--- config.mk ---
export PLATFORM = sky130hd
export DESIGN_NAME = fms_patch_loader
export DESIGN_NICKNAME = d
export VERILOG_FILES = /design/src/rtl/fms_patch_loader.sv
export SDC_FILE = /design/constraint.sdc
export NUM_CORES = 1
export LEC_CHECK = 0
export ABC_AREA = 1
export BUFFER_PORTS_ARGS = -buffer_cell sky130_fd_sc_hd__buf_2
export CORE_AREA = 3 3 213 215
export DETAILED_ROUTE_END_ITERATION = 10
export DIE_AREA = 0 0 216 218
export PLACE_DENSITY = 0.75
export REMOVE_ABC_BUFFERS = 1
export SKIP_CTS_REPAIR_TIMING = 1
export SLEW_MARGIN = 10
export SYNTH_ARGS = -nofsm -noshare
export SYNTH_HDL_FRONTEND = slang
export SYNTH_SLANG_ARGS = --single-unit
--- constraint.sdc ---
create_clock -name clk -period 2.45 [get_ports clk]
set_input_delay 0.245 -clock clk [delete_from_list [all_inputs] [get_ports clk]]
set_output_delay 0.245 -clock clk [all_outputs]
set_load 0.01 [all_outputs]
--- src/rtl/fms_patch_loader.sv ---
// Raster pixel stream -> one P*P patch held in a register array; valid rises the cycle after the last accept.
// Backpressure: pix_rdy drops while the completed patch waits for infms_data_rdy; the patch is frozen until hand-off.
module fms_patch_loader #(
    parameter int FMS_PATCH_SIZE   = 8,
    parameter int INFMS_DATA_WIDTH = 8
) (
    input  logic                                                    clk,
    input  logic                                                    rst_n,
    input  logic [INFMS_DATA_WIDTH-1:0]                             pix_in,
    input  logic                                                    pix_sof,
    input  logic                                                    pix_vld,
    output logic                                                    pix_rdy,
    output logic [FMS_PATCH_SIZE*FMS_PATCH_SIZE*INFMS_DATA_WIDTH-1:0] in_fm,
    output logic                                                    infms_data_vld,
    input  logic                                                    infms_data_rdy,
    output logic                                                    sof_err,
    output logic [15:0]                                             patch_cnt
);
    localparam int NPIX  = FMS_PATCH_SIZE * FMS_PATCH_SIZE;
    localparam int IDX_W = (NPIX > 1) ? $clog2(NPIX) : 1;
    localparam logic [IDX_W-1:0] LAST_IDX = IDX_W'(NPIX - 1);

    typedef enum logic {FILL, FULL} state_t;

    state_t                      state, state_n;
    logic [IDX_W-1:0]            wr_idx, idx_n, wr_addr;
    logic                        wr_en, err_set, cnt_inc, accept;
    logic                        run;
    logic [INFMS_DATA_WIDTH-1:0] mem [NPIX];

    // run holds pix_rdy low while reset is asserted and releases it on the first edge after.
    assign pix_rdy        = run & (state == FILL);
    assign infms_data_vld = (state == FULL);
    assign accept         = pix_vld & pix_rdy;

    always_comb begin
        state_n = state;
        idx_n   = wr_idx;
        wr_addr = '0;
        wr_en   = 1'b0;
        err_set = 1'b0;
        cnt_inc = 1'b0;
        case (state)
            FILL: begin
                if (accept) begin
                    if (pix_sof) begin
                        wr_en   = 1'b1;
                        wr_addr = '0;
                        idx_n   = IDX_W'(1);
                        err_set = (wr_idx != '0);
                    end else if (wr_idx != '0) begin
                        wr_en   = 1'b1;
                        wr_addr = wr_idx;
                        if (wr_idx == LAST_IDX) begin
                            idx_n   = '0;
                            state_n = FULL;
                        end else begin
                            idx_n = wr_idx + IDX_W'(1);
                        end
                    end
                end
            end
            FULL: begin
                if (infms_data_rdy) begin
                    state_n = FILL;
                    cnt_inc = 1'b1;
                end
            end
            default: state_n = FILL;
        endcase
    end

    always_ff @(posedge clk or negedge rst_n) begin
        if (!rst_n) begin
            state     <= FILL;
            wr_idx    <= '0;
            run       <= 1'b0;
            sof_err   <= 1'b0;
            patch_cnt <= '0;
        end else begin
            state     <= state_n;
            wr_idx    <= idx_n;
            run       <= 1'b1;
            sof_err   <= sof_err | err_set;
            patch_cnt <= patch_cnt + (cnt_inc ? 16'd1 : 16'd0);
        end
    end

    always_ff @(posedge clk or negedge rst_n) begin
        if (!rst_n) begin
            for (int i = 0; i < NPIX; i++) mem[i] <= '0;
        end else if (wr_en) begin
            mem[wr_addr] <= pix_in;
        end
    end

    for (genvar g = 0; g < NPIX; g++) begin : g_view
        assign in_fm[(g+1)*INFMS_DATA_WIDTH-1 -: INFMS_DATA_WIDTH] = mem[g];
    end

endmodule

==> impl_metrics.json <==
{
  "powerDensity_nw_per_um2": 771,
  "cts_root_buf": "clkbuf_16",
  "worstSetupEndpointType": "flip-flop",
  "fp-row-count": 77,
  "fin_skew_ps": 13.4,
  "die_x_um": 216,
  "crit_fanout": 32,
  "status": "complete, no violations",
  "hold_path.class": "in2reg",
  "design.core.area_um2": 43900,
  "ys_warn_count": 0,
  "htreeDepth": 2,
  "yosysTopAreaCell": "dfrtp_1",
  "synth-seq-cells": 537,
  "slew_violations": 0,
  "crit_type": "reg2reg",
  "grt_pass1_wl_um": 111000,
  "final_cell_mix": "1153 x nand2_1, 542 x buf_2, 537 x dfrtp_1",
  "required_ps": 2940,
  "min_period_over_period": 0.896,
  "clkPwrFrac": 0.417,
  "crit_chain": "inv_2 > nand3_2 > nor2_2 > nand3_2 > nor2_4 > buf_4 > nand2_1 > nand2_1 > nand2_1",
  "crit_slowest_cell": "dfrtp_1",
  "maxSlewHeadroom": 0.428,
  "holdWs_ps": 28.4,
  "r2r_start": "infms_data_vld$_DFF_PN0_",
  "portBuffers": 543,
  "arrival_ps": 2680,
  "num-fill-cells": 3671,
  "start_util": 0.494,
  "n_antenna_cell": 0,
  "cts_buffers": 54,
  "drive_above_1_share": 0.259,
  "ys_types": 27,
  "cp_num_buf_inv": 2,
  "seqCellArea_um2": 13400,
  "die_h_um": 218,
  "syn_area_um2": 21700,
  "cts_buffer_depth": 3,
  "insertion_delay_ps": 600,
  "synth_top_area_share": 0.620,
  "fin_cells": 3621,
  "min-delay-start": "pix_in[1]",
  "ir_drop_v": 0.000632,
  "leakagePower_uw": 0.0165,
  "post-route-drc-count": 0,
  "swShare": 0.265,
  "comb_power_share": 0.119,
  "wl_per_cell_um": 20.0,
  "grt_pass1_vias": 18800,
  "slowest_delay_ps": 400,
  "dieArea_um2": 47100,
  "cts.sinks": 537,
  "power.total_uw": 21200,
  "routed_wl_um": 72200,
  "p_int_uw": 15500,
  "syn_inst": 2459,
  "clock.fmax_mhz": 456,
  "nets": 3002,
  "area_growth_pct": 26.6,
  "setup_viol": 0,
  "clkTransAtPathRegs_ps": 60,
  "reg2reg_setup_slack_ps": 260,
  "p_seq_frac": 0.463,
  "synth_area_leaders": "dfrtp_1 62%, nand2_1 20%, nand3_1 11%",
  "cp_common_cell": "nand2_1",
  "multi_input_area_um2": 7470,
  "drt_pass1_iterations": 6,
  "period_minus_slack_ps": 2190,
  "cp_top_family": "simple AND/OR/NAND/NOR gates",
  "antenna_found_initial": 0,
  "syn_avg_cell_area_um2": 8.82,
  "via_per_inst": 5.40,
  "cap_violations": 0,
  "place.detailed.hpwl_um": 48100,
  "cts_tree": "built",
  "p_sw_uw": 5600,
  "detail-route-antenna-nets": 0,
  "ys_seq_area_frac": 0.620,
  "final_common_cell": "nand2_1",
  "cp-start-kind": "flip-flop",
  "hold_violations": 0,
  "grt_use_total": 0.300,
  "grt.overflow.total": 0,
  "startpoint": "infms_data_vld$_DFF_PN0_",
  "pin_count": 544,
  "worst_pin_slew_ps": 856,
  "dp_cells": 3512,
  "route.vias.total": 19600,
  "grt_max_degree": 68,
  "finalWeightedCongestion": 0.855,
  "dr.first_iter.drc_count": 2027
}
==> state kept, by name, indices dropped and copies added (netlist names) <==
signal,cells
patch_cnt,16
wr_idx,6
run,1
sof_err,1
in_fm,512
infms_data_vld,1
==> worst min-delay path, stage by stage <==
cell	delay, ps
buf_2	180
nand3_1	100
nand2_1	50
==> area by class of cell <==
class / instances / share of cell area
clock buffers: 81 / 0.0592
repair buffers: 624 / 0.137
well taps: 592 / 0.0270
clock inverters: 19 / 0.0104
multi-input cells: 1737 / 0.272
flip-flops and latches: 537 / 0.490
inverters: 31 / 0.00424
==> kinds of logic (layout without fill, tap and decap cells) <==
kind of cell,after synthesis,in the layout,share of synthesized area
AO/OA/AOI/OAI,11,11,0.00289
XOR/XNOR,14,14,0.00566
adder cells (fa/ha/maj),4,4,0.00231
buffers and inverters,185,755,0.0366
flip-flops,537,537,0.620
other,1,1,0.000173
AND/OR/NAND/NOR,1707,1707,0.333
==> stage by stage <==
step,worst slack (ps),utilization,instance area (um^2),TNS [ps]
6_report,255,0.625,27400,0
5_1_grt,-11.1,0.625,27400,-18.8
4_1_cts,202,0.623,27400,0
3_5_place_dp,235,0.580,25500,0
3_3_place_gp,289,0.580,25500,0
2_1_floorplan,-1460,-,21000,-198630
==> metal layers <==
layer / vias to the layer above / wire length, um / track usage
met5: - / 0 / 0
met4: 0 / 2670 / 0.117
met3: 160 / 6650 / 0.0676
met2: 992 / 34900 / 0.494
met1: 9544 / 28000 / 0.391
li1: 8875 / - / -
==> Yosys cell counts <==
cell type	n
buf_1	9
xnor2_1	5
conb_1	1
a21oi_1	4
nand3_2	6
o22ai_1	1
buf_2	59
nand3b_1	1
nor2_1	26
dfrtp_1	537
nand3_1	460
clkbuf_1	79
inv_1	22
nor3_1	1
ha_1	4
buf_4	7
o21ai_0	3
o211ai_1	1
xor2_1	9
nor2_4	7
nand2_2	38
inv_2	9
nand4_1	4
o21ai_1	1
a31o_2	1
nor2_2	11
nand2_1	1153
==> final timing paths <==
check	endpoint	cells past startpoint
max	in_fm[415]$_DFFE_PN0P_	9
min	in_fm[361]$_DFFE_PN0P_	3
max reg2reg	in_fm[415]$_DFFE_PN0P_	9
min reg2reg	in_fm[254]$_DFFE_PN0P_	2
max in group asynchronous	in_fm[435]$_DFFE_PN0P_	4
min in group asynchronous	in_fm[418]$_DFFE_PN0P_	2
==> power groups by stage <==
| stage | Sequential, uW | Clock (uW) | Combinational, uW |
|---|---|---|---|
| floorplan | 10100 | 0 | 728 |
| global placement | 9920 | 0 | 2430 |
| detailed placement | 9930 | 0 | 2500 |
| CTS | 9790 | 8900 | 2500 |
| global route | 9840 | 9290 | 2760 |
| finish | 9800 | 8830 | 2520 |
No activity file was read; power rests on OpenSTA's default activity.
